File: src/rtl/fb_access_arbiter.sv
// Framebuffer access arbiter: shares one single-port pixel RAM between the
// VGA display read path (priority) and a host read/write port. A wait counter
// bounds host starvation by force-granting the host after HOST_MAX_WAIT
// consecutive denied cycles.
//
// Ports:
//   CLOCK_50, RESET             clock, synchronous active-high reset
//   disp_req/x/y                display read request and pixel coordinates
//   disp_valid/data/miss        display response (2 cycles after sampling)
//   host_req/we/addr/wdata      host request, held until host_ack
//   host_ack/rdata/err          host completion (2 cycles after grant)
//   mem_en/we/addr/wdata        registered RAM controls
//   mem_rdata                   RAM read data, 1-cycle latency
module fb_access_arbiter #(
  parameter int unsigned IMG_W         = 240,
  parameter int unsigned IMG_H         = 320,
  parameter int unsigned ADDR_W        = 17,
  parameter int unsigned DATA_W        = 8,
  parameter int unsigned HOST_MAX_WAIT = 4
) (
  input  logic              CLOCK_50,
  input  logic              RESET,
  input  logic              disp_req,
  input  logic [9:0]        disp_x,
  input  logic [9:0]        disp_y,
  output logic              disp_valid,
  output logic [DATA_W-1:0] disp_data,
  output logic              disp_miss,
  input  logic              host_req,
  input  logic              host_we,
  input  logic [ADDR_W-1:0] host_addr,
  input  logic [DATA_W-1:0] host_wdata,
  output logic              host_ack,
  output logic [DATA_W-1:0] host_rdata,
  output logic              host_err,
  output logic              mem_en,
  output logic              mem_we,
  output logic [ADDR_W-1:0] mem_addr,
  output logic [DATA_W-1:0] mem_wdata,
  input  logic [DATA_W-1:0] mem_rdata
);

  localparam int unsigned CNT_W   = $clog2(HOST_MAX_WAIT + 1);
  localparam int unsigned IMG_PIX = IMG_W * IMG_H;

  typedef enum logic [1:0] {H_IDLE, H_GRANT, H_ACK} hstate_e;

  hstate_e             hstate_q, hstate_d;
  logic [CNT_W-1:0]    wait_cnt_q, wait_cnt_d;

  logic                mem_en_q, mem_en_d;
  logic                mem_we_q, mem_we_d;
  logic [ADDR_W-1:0]   mem_addr_q, mem_addr_d;
  logic [DATA_W-1:0]   mem_wdata_q, mem_wdata_d;

  // Stage 1: grant edge -> RAM access cycle; stage 2: RAM read edge -> response
  logic s1_disp_q, s1_disp_d, s1_disp_rd_q, s1_disp_rd_d, s1_miss_q, s1_miss_d;
  logic s1_host_q, s1_host_d, s1_host_rd_q, s1_host_rd_d, s1_herr_q, s1_herr_d;
  logic s2_disp_q, s2_disp_d, s2_disp_rd_q, s2_disp_rd_d, s2_miss_q, s2_miss_d;
  logic s2_host_q, s2_host_d, s2_host_rd_q, s2_host_rd_d, s2_herr_q, s2_herr_d;

  logic                disp_valid_q, disp_valid_d;
  logic [DATA_W-1:0]   disp_data_q, disp_data_d;
  logic                disp_miss_q, disp_miss_d;
  logic [DATA_W-1:0]   last_pix_q, last_pix_d;
  logic                host_ack_q, host_ack_d;
  logic [DATA_W-1:0]   host_rdata_q, host_rdata_d;
  logic                host_err_q, host_err_d;

  logic                disp_in_rng, host_in_rng, host_pend, host_forced;
  logic                host_win, disp_win;
  logic [ADDR_W-1:0]   disp_addr;

  // Arbitration, host FSM, request pipeline and response formatting
  always_comb begin
    disp_in_rng = (disp_x < 10'(IMG_W)) && (disp_y < 10'(IMG_H));
    host_in_rng = 32'(host_addr) < IMG_PIX;
    disp_addr   = ADDR_W'(disp_y) * ADDR_W'(IMG_W) + ADDR_W'(disp_x);
    host_pend   = host_req && (hstate_q == H_IDLE);
    host_forced = wait_cnt_q == CNT_W'(HOST_MAX_WAIT);
    host_win    = host_pend && (!disp_req || host_forced);
    disp_win    = disp_req && !host_win;

    hstate_d     = hstate_q;
    wait_cnt_d   = wait_cnt_q;
    mem_en_d     = 1'b0;
    mem_we_d     = 1'b0;
    mem_addr_d   = '0;
    mem_wdata_d  = '0;
    // Every display request gets a response; a lost arbitration is a miss
    s1_disp_d    = disp_req;
    s1_disp_rd_d = 1'b0;
    s1_miss_d    = disp_req && host_win;
    s1_host_d    = host_win;
    s1_host_rd_d = 1'b0;
    s1_herr_d    = 1'b0;
    s2_disp_d    = s1_disp_q;
    s2_disp_rd_d = s1_disp_rd_q;
    s2_miss_d    = s1_miss_q;
    s2_host_d    = s1_host_q;
    s2_host_rd_d = s1_host_rd_q;
    s2_herr_d    = s1_herr_q;

    disp_valid_d = s2_disp_q;
    disp_miss_d  = s2_miss_q;
    disp_data_d  = s2_disp_rd_q ? mem_rdata : (s2_miss_q ? last_pix_q : '0);
    last_pix_d   = s2_disp_rd_q ? mem_rdata : last_pix_q;
    host_ack_d   = s2_host_q;
    host_rdata_d = s2_host_rd_q ? mem_rdata : '0;
    host_err_d   = s2_herr_q;

    // Starvation counter: counts denied idle-state host cycles, saturating
    if (host_win) begin
      wait_cnt_d = '0;
    end else if (host_pend && !host_forced) begin
      wait_cnt_d = wait_cnt_q + CNT_W'(1);
    end

    unique case (hstate_q)
      H_IDLE:  if (host_win) hstate_d = H_GRANT;
      H_GRANT: hstate_d = H_ACK;
      H_ACK:   hstate_d = H_IDLE;
      default: hstate_d = H_IDLE;
    endcase

    if (disp_win && disp_in_rng) begin
      mem_en_d     = 1'b1;
      mem_addr_d   = disp_addr;
      s1_disp_rd_d = 1'b1;
    end

    if (host_win) begin
      if (host_in_rng) begin
        mem_en_d     = 1'b1;
        mem_we_d     = host_we;
        mem_addr_d   = host_addr;
        mem_wdata_d  = host_we ? host_wdata : '0;
        s1_host_rd_d = !host_we;
      end else begin
        s1_herr_d    = 1'b1;
      end
    end
  end

  always_ff @(posedge CLOCK_50) begin
    if (RESET) begin
      hstate_q     <= H_IDLE;
      wait_cnt_q   <= '0;
      mem_en_q     <= 1'b0;
      mem_we_q     <= 1'b0;
      mem_addr_q   <= '0;
      mem_wdata_q  <= '0;
      s1_disp_q    <= 1'b0;
      s1_disp_rd_q <= 1'b0;
      s1_miss_q    <= 1'b0;
      s1_host_q    <= 1'b0;
      s1_host_rd_q <= 1'b0;
      s1_herr_q    <= 1'b0;
      s2_disp_q    <= 1'b0;
      s2_disp_rd_q <= 1'b0;
      s2_miss_q    <= 1'b0;
      s2_host_q    <= 1'b0;
      s2_host_rd_q <= 1'b0;
      s2_herr_q    <= 1'b0;
      disp_valid_q <= 1'b0;
      disp_data_q  <= '0;
      disp_miss_q  <= 1'b0;
      last_pix_q   <= '0;
      host_ack_q   <= 1'b0;
      host_rdata_q <= '0;
      host_err_q   <= 1'b0;
    end else begin
      hstate_q     <= hstate_d;
      wait_cnt_q   <= wait_cnt_d;
      mem_en_q     <= mem_en_d;
      mem_we_q     <= mem_we_d;
      mem_addr_q   <= mem_addr_d;
      mem_wdata_q  <= mem_wdata_d;
      s1_disp_q    <= s1_disp_d;
      s1_disp_rd_q <= s1_disp_rd_d;
      s1_miss_q    <= s1_miss_d;
      s1_host_q    <= s1_host_d;
      s1_host_rd_q <= s1_host_rd_d;
      s1_herr_q    <= s1_herr_d;
      s2_disp_q    <= s2_disp_d;
      s2_disp_rd_q <= s2_disp_rd_d;
      s2_miss_q    <= s2_miss_d;
      s2_host_q    <= s2_host_d;
      s2_host_rd_q <= s2_host_rd_d;
      s2_herr_q    <= s2_herr_d;
      disp_valid_q <= disp_valid_d;
      disp_data_q  <= disp_data_d;
      disp_miss_q  <= disp_miss_d;
      last_pix_q   <= last_pix_d;
      host_ack_q   <= host_ack_d;
      host_rdata_q <= host_rdata_d;
      host_err_q   <= host_err_d;
    end
  end

  assign disp_valid = disp_valid_q;
  assign disp_data  = disp_data_q;
  assign disp_miss  = disp_miss_q;
  assign host_ack   = host_ack_q;
  assign host_rdata = host_rdata_q;
  assign host_err   = host_err_q;
  assign mem_en     = mem_en_q;
  assign mem_we     = mem_we_q;
  assign mem_addr   = mem_addr_q;
  assign mem_wdata  = mem_wdata_q;

endmodule

File: config.mk
export PLATFORM = sky130hd
export DESIGN_NAME = fb_access_arbiter
export DESIGN_NICKNAME = d
export VERILOG_FILES = /design/src/rtl/fb_access_arbiter.sv
export SDC_FILE = /design/constraint.sdc
export NUM_CORES = 1
export LEC_CHECK = 0
export CORE_MARGIN = 1.5
export CORE_UTILIZATION = 52
export CTS_CLUSTER_SIZE = 25
export DETAILED_ROUTE_END_ITERATION = 10
export MAX_ROUTING_LAYER = met4
export PLACE_DENSITY = 0.86
export SLEW_MARGIN = 20
export SYNTH_ARGS = -nofsm -noshare
export SYNTH_HDL_FRONTEND = slang
export SYNTH_SLANG_ARGS = --single-unit
File: constraint.sdc
create_clock -name CLOCK_50 -period 14.1 [get_ports CLOCK_50]
set_input_delay 4.23 -clock CLOCK_50 [delete_from_list [all_inputs] [get_ports CLOCK_50]]
set_output_delay 4.23 -clock CLOCK_50 [all_outputs]
set_load 0.01 [all_outputs]
======== Word-level counts from Yosys, hierarchy flattened ========
Index checks and enable logic that the tools add are counted.
word-level totals
  flip-flop bits (word level) ............. 72
  output and inout port bits .............. 47
  bits of input ports ..................... 58
  logic and storage cells ................. 67
cells by class
  bitwise gates (word level) .............. 4
  multiply operators ...................... 1
  reductions and logical operators ........ 18
  add/sub/neg operators ................... 2
  $lt $le $gt $ge ......................... 3
  equal/unequal tests ..................... 3
  multiplexer cells ....................... 11
operators with widths
  operator                                                                        number
  17-bit 2-to-1 mux                                                               3
  17-bit by 10-bit adder with 17-bit output                                       1
  17-bit less-than comparator (second input constant)                             1
  8-bit 2-to-1 mux                                                                2
  10-bit by 4-bit multiplier with 13-bit output (second input constant)           1
  10-bit by 8-bit less-than comparator with 1-bit output (second input constant)  1
  10-bit by 9-bit less-than comparator with 1-bit output (second input constant)  1
  1-bit logical AND                                                               7
  2-bit OR reduction                                                              3
  1-bit logical NOT                                                               4
  1-bit 2-to-1 mux                                                                4
  1-bit NOT                                                                       4
  2-bit case mux with 2 select lines                                              1
  4-bit OR reduction                                                              1
  3-bit by 1-bit adder with 3-bit output (second input constant)                  1
  3-bit == test (second input constant)                                           1
  3-bit OR reduction                                                              1
  2-bit by 1-bit == test with 1-bit output (second input constant)                1
  2-bit logical NOT                                                               1
  2-bit 2-to-1 mux                                                                1
  2-bit inequality test (second input constant)                                   1
  1-bit logical OR                                                                1

======== Depth between registers and ports, before layout ========
  word-level depth ........................ 9
  gate-level depth with buffers ........... 14
  depth with buffers taken out ............ 14

======== Least setup slack after synthesis ========
Ideal clock, no wire load.
  kind .................................... input -> register
  start ................................... in disp_y[7]
  end ..................................... reg mem_addr_q[16] (netlist: mem_addr[16])
  slack ................................... 6.633 ns
  required time ........................... 13.980 ns
  arrival ................................. 7.347 ns
  path buffers ............................ 0
  stages .................................. 11
  library setup time ...................... 0.120 ns
  cells stage by stage .................... inv_1 fa_1 fa_1 inv_1 ha_1 a211o_1 and2_4 a2111oi_2 nand3_1 o41a_1 a211o_1
on the way
  word-level cells in the longest chain between the ends .. 6
  elaborated cells on any way between the ends .. 8
  classes of those cells .................. add/sub: 1; mul: 1; order compare: 1; mux: 3; reduce/logical: 2
RTL lines
  element                                                                                            line  RTL
  from (decl)                                                                                        25    input logic [9:0] disp_y,
  parallel branches: the longest is 3 deep, another holds 17-bit by 10-bit adder with 17-bit output  --
  17-bit 2-to-1 mux (*)                                                                              126   if (disp_win && disp_in_rng) begin
  17-bit 2-to-1 mux                                                                                  133   if (host_in_rng) begin
  17-bit 2-to-1 mux (*)                                                                              132   if (host_win) begin
  to (signal assigned)                                                                               177   mem_addr_q <= mem_addr_d;
  to (decl)                                                                                          53    logic [ADDR_W-1:0] mem_addr_q, mem_addr_d;
Mark *: on every way between the ends.
A chain may end at the register's enable or synchronous reset.

======== Final worst setup path ========
Same ends and word-level chain as after synthesis.

==> impl_metrics.py <==
metrics = {
    "routing": {
        "viasPerCell": 5.12,
        "dr.pass1.iters": 4,
        "wl_mm": 8.63,
        "vias": 3023,
        "drtIter0Drc": 81,
        "wl_per_cell_um": 14.6,
        "drc_errors": 0,
        "ant_nets": 0,
    },
    "yosys": {
        "ys_warn_count": 0,
        "ys_seq_area_frac": 0.386,
        "yosys-top-cells-area": "dfxtp_1 (39%), fa_1 (9.6%), ha_1 (8.4%)",
        "netlist_area_um2": 3740,
        "synth.top_cell.area_share": 0.386,
        "synthArstFlopShare": 0,
        "synth_cells": 387,
        "syn_nets": 488,
        "yosys.area.top_type": "dfxtp_1",
        "synth-seq-cells": 72,
        "ys.flop_type": "dfxtp_1",
        "avgSynthCellArea_um2": 9.66,
        "synth_edf_count": 0,
        "yosysUniqueCellTypes": 56,
    },
    "placed_design": {
        "post-place-ws_ns": 5.98,
        "portBuffers": 104,
        "gp_congestion": 0.846,
        "hpwl_mm": 6.74,
    },
    "cts": {
        "ctsHoldBuffers": 0,
        "numCtsBuffers": 9,
        "clock_latency_ns": 0.34,
        "htree_levels": 3,
        "cts_buffer_depth": 2,
        "clockRootBuffer": "clkbuf_8",
        "clkTransAtPathRegs_ns": 0.07,
        "post-cts-setup-buffers": 0,
        "clock-sinks": 72,
        "cts-resized-gates": 0,
        "cts_tree": "done",
    },
    "floorplanning": {
        "die_h_um": 87.8,
        "die_area_um2": 7700,
        "io_pins": 105,
        "initial_core_util": 0.544,
        "die_w_um": 87.8,
        "row_count": 30,
        "core_area_um2": 6870,
    },
    "setup_path": {
        "path_cells": "clkdlybuf4s50_1 -> inv_1 -> fa_1 -> fa_1 -> inv_1 -> ha_1 -> a211o_1 -> and2_4 -> a2111oi_2 -> nand3_1 -> o41a_1 -> a211o_1",
        "cp_max_fo": 8,
        "required_ns": 14.33,
        "crit_type": "input port to flip-flop",
        "critPathArrivalTime_ns": 8.00,
        "endpoint_kind": "flip-flop",
        "slowest_stage": "clkdlybuf4s50_1",
        "startpoint_type": "input port",
        "cpPeakStageDelay_ns": 0.51,
    },
    "cells_and_area": {
        "fin_nets": 592,
        "drive_gt1_frac": 0.0566,
        "final_cell_mix": "clkdlybuf4s50_1 (104), dfxtp_1 (72), inv_1 (42), ha_1 (25), nor2_1 (22)",
        "diodes": 0,
        "layout_commonest_cell": "clkdlybuf4s50_1",
        "area_delta_synth_final_pct": 36.1,
    },
    "timing": {
        "relSlewSlack": 0.286,
        "setup_tns_ns": 0,
        "maxSlewViolCount": 0,
        "rsz0062_at_grt": "false",
        "final-setup-viol-count": 0,
        "setup_ws_ns": 6.33,
        "fin_skew_ns": 0.00963,
        "fmax_mhz": 129,
        "hold_violations": 0,
        "worst_pin_slew_ns": 1.06,
        "hold_slack_ns": 0.437,
        "min_period_over_period": 0.551,
        "period_minus_slack_ns": 7.77,
    },
    "power_and_ir_drop": {
        "p_leak_nw": 2.14,
        "powerDensity_nw_per_um2": 123,
        "power_mw": 0.627,
        "ir_drop_mv": 0.0617,
    },
    "global_route": {
        "grt_pass1_wl_mm": 13.5,
        "antenna_found_initial": 0,
        "grt_max_degree": 33,
        "grt_pass1_vias": 2986,
        "grtUsageTotal": 0.236,
        "grt.overflow.total": 0,
    },
    "outcome": {
        "outcome": "finished, final reports clean",
    },
    "worst_hold_path": {
        "hold_path.class": "flip-flop to flip-flop",
    },
    "job": {
        "maxCapViolCount": 0,
    },
}
## per-stage QoR
stage,cells,area (um2),utilization
6_report,591,5090,0.740
5_1_grt,591,5090,0.740
3_5_place_dp,576,4860,0.707
4_1_cts,591,5090,0.740
3_3_place_gp,576,4860,0.707
2_1_floorplan,387,3740,-
## kinds of logic (layout without fill, tap and decap cells)
family | Yosys count | after routing | synth area share
AOI/OAI and AO/OA | 69 | 69 | 0.135
and+or+nand+nor | 123 | 123 | 0.181
xor gates and xnor gates | 15 | 15 | 0.0352
DFF | 72 | 72 | 0.386
muxes | 10 | 10 | 0.0271
buffers and inverters | 55 | 163 | 0.0562
adders and majority gates | 43 | 43 | 0.180
## power breakdown
group	switching [mW]	internal, mW
Clock	0.0733	0.109
Combinational	0.131	0.105
Sequential	0.00152	0.207
## per-layer routing
layer / up-vias / GRT usage / share of wire
met5: - / - / 0
met4: 0 / 0.0794 / 0.014
met3: 10 / 0.0434 / 0.028
met2: 55 / 0.443 / 0.56
met1: 1429 / 0.246 / 0.40
li1: 1529 / - / -
## worst max-delay path, delay by kind of cell
family,cells,cell delay [ns]
AO/OA/AOI/OAI,4,1.35
adder cells (fa/ha/maj),3,1.40
AND/OR/NAND/NOR,2,0.30
buffers and inverters,3,0.71
## state kept, by name (all words and copies together), names as in the netlist, 2 cells and up
| signal | count |
|---|---|
| last_pix_q | 8 |
| wait_cnt_q | 3 |
| host_rdata | 8 |
| mem_wdata | 8 |
| disp_data | 8 |
| hstate_q | 2 |
| mem_addr | 17 |
## final cells by class
class | count | area [um2]
timing repair buffer | 105 | 1050
sequential | 72 | 1440
tap | 96 | 120
fill | 504 | 1780
multi-input combinational | 260 | 2090
clock inverter | 4 | 77.6
inverter | 43 | 161
clock buffer | 11 | 151
## cells in the mapped netlist (2+ instances only)
| cell type | instances |
|---|---|
| a2111oi_0 | 2 |
| a211o_1 | 4 |
| a211oi_1 | 2 |
| a21o_1 | 5 |
| a21oi_1 | 18 |
| a221o_1 | 2 |
| a22o_1 | 5 |
| and2_1 | 11 |
| and2_4 | 2 |
| and3_1 | 13 |
| and4_1 | 2 |
| buf_2 | 3 |
| clkbuf_1 | 8 |
| dfxtp_1 | 72 |
| fa_1 | 18 |
| ha_1 | 25 |
| inv_1 | 42 |
| mux2i_1 | 9 |
| nand2_1 | 19 |
| nand2b_1 | 4 |
| nand3_1 | 7 |
| nor2_1 | 22 |
| nor2b_1 | 15 |
| nor3_1 | 13 |
| nor3b_1 | 2 |
| o2111ai_1 | 3 |
| o21ai_0 | 12 |
| o311a_1 | 2 |
| or2_2 | 3 |
| or3_1 | 2 |
| or4b_1 | 2 |
| xnor2_1 | 8 |
| xor2_1 | 7 |
## path summary, 6_finish.rpt
path / slack, ns / cells past startpoint / endpoint / start
min: 0.44 / 1 / s2_disp_rd_q / s1_disp_rd_q
max: 6.33 / 12 / mem_addr[16] / disp_y[7]
max reg2reg: 11.59 / 9 / mem_addr[16] / wait_cnt_q[0]
min reg2reg: 0.44 / 1 / s2_disp_rd_q / s1_disp_rd_q
No activity file was read; power rests on OpenSTA's default activity.
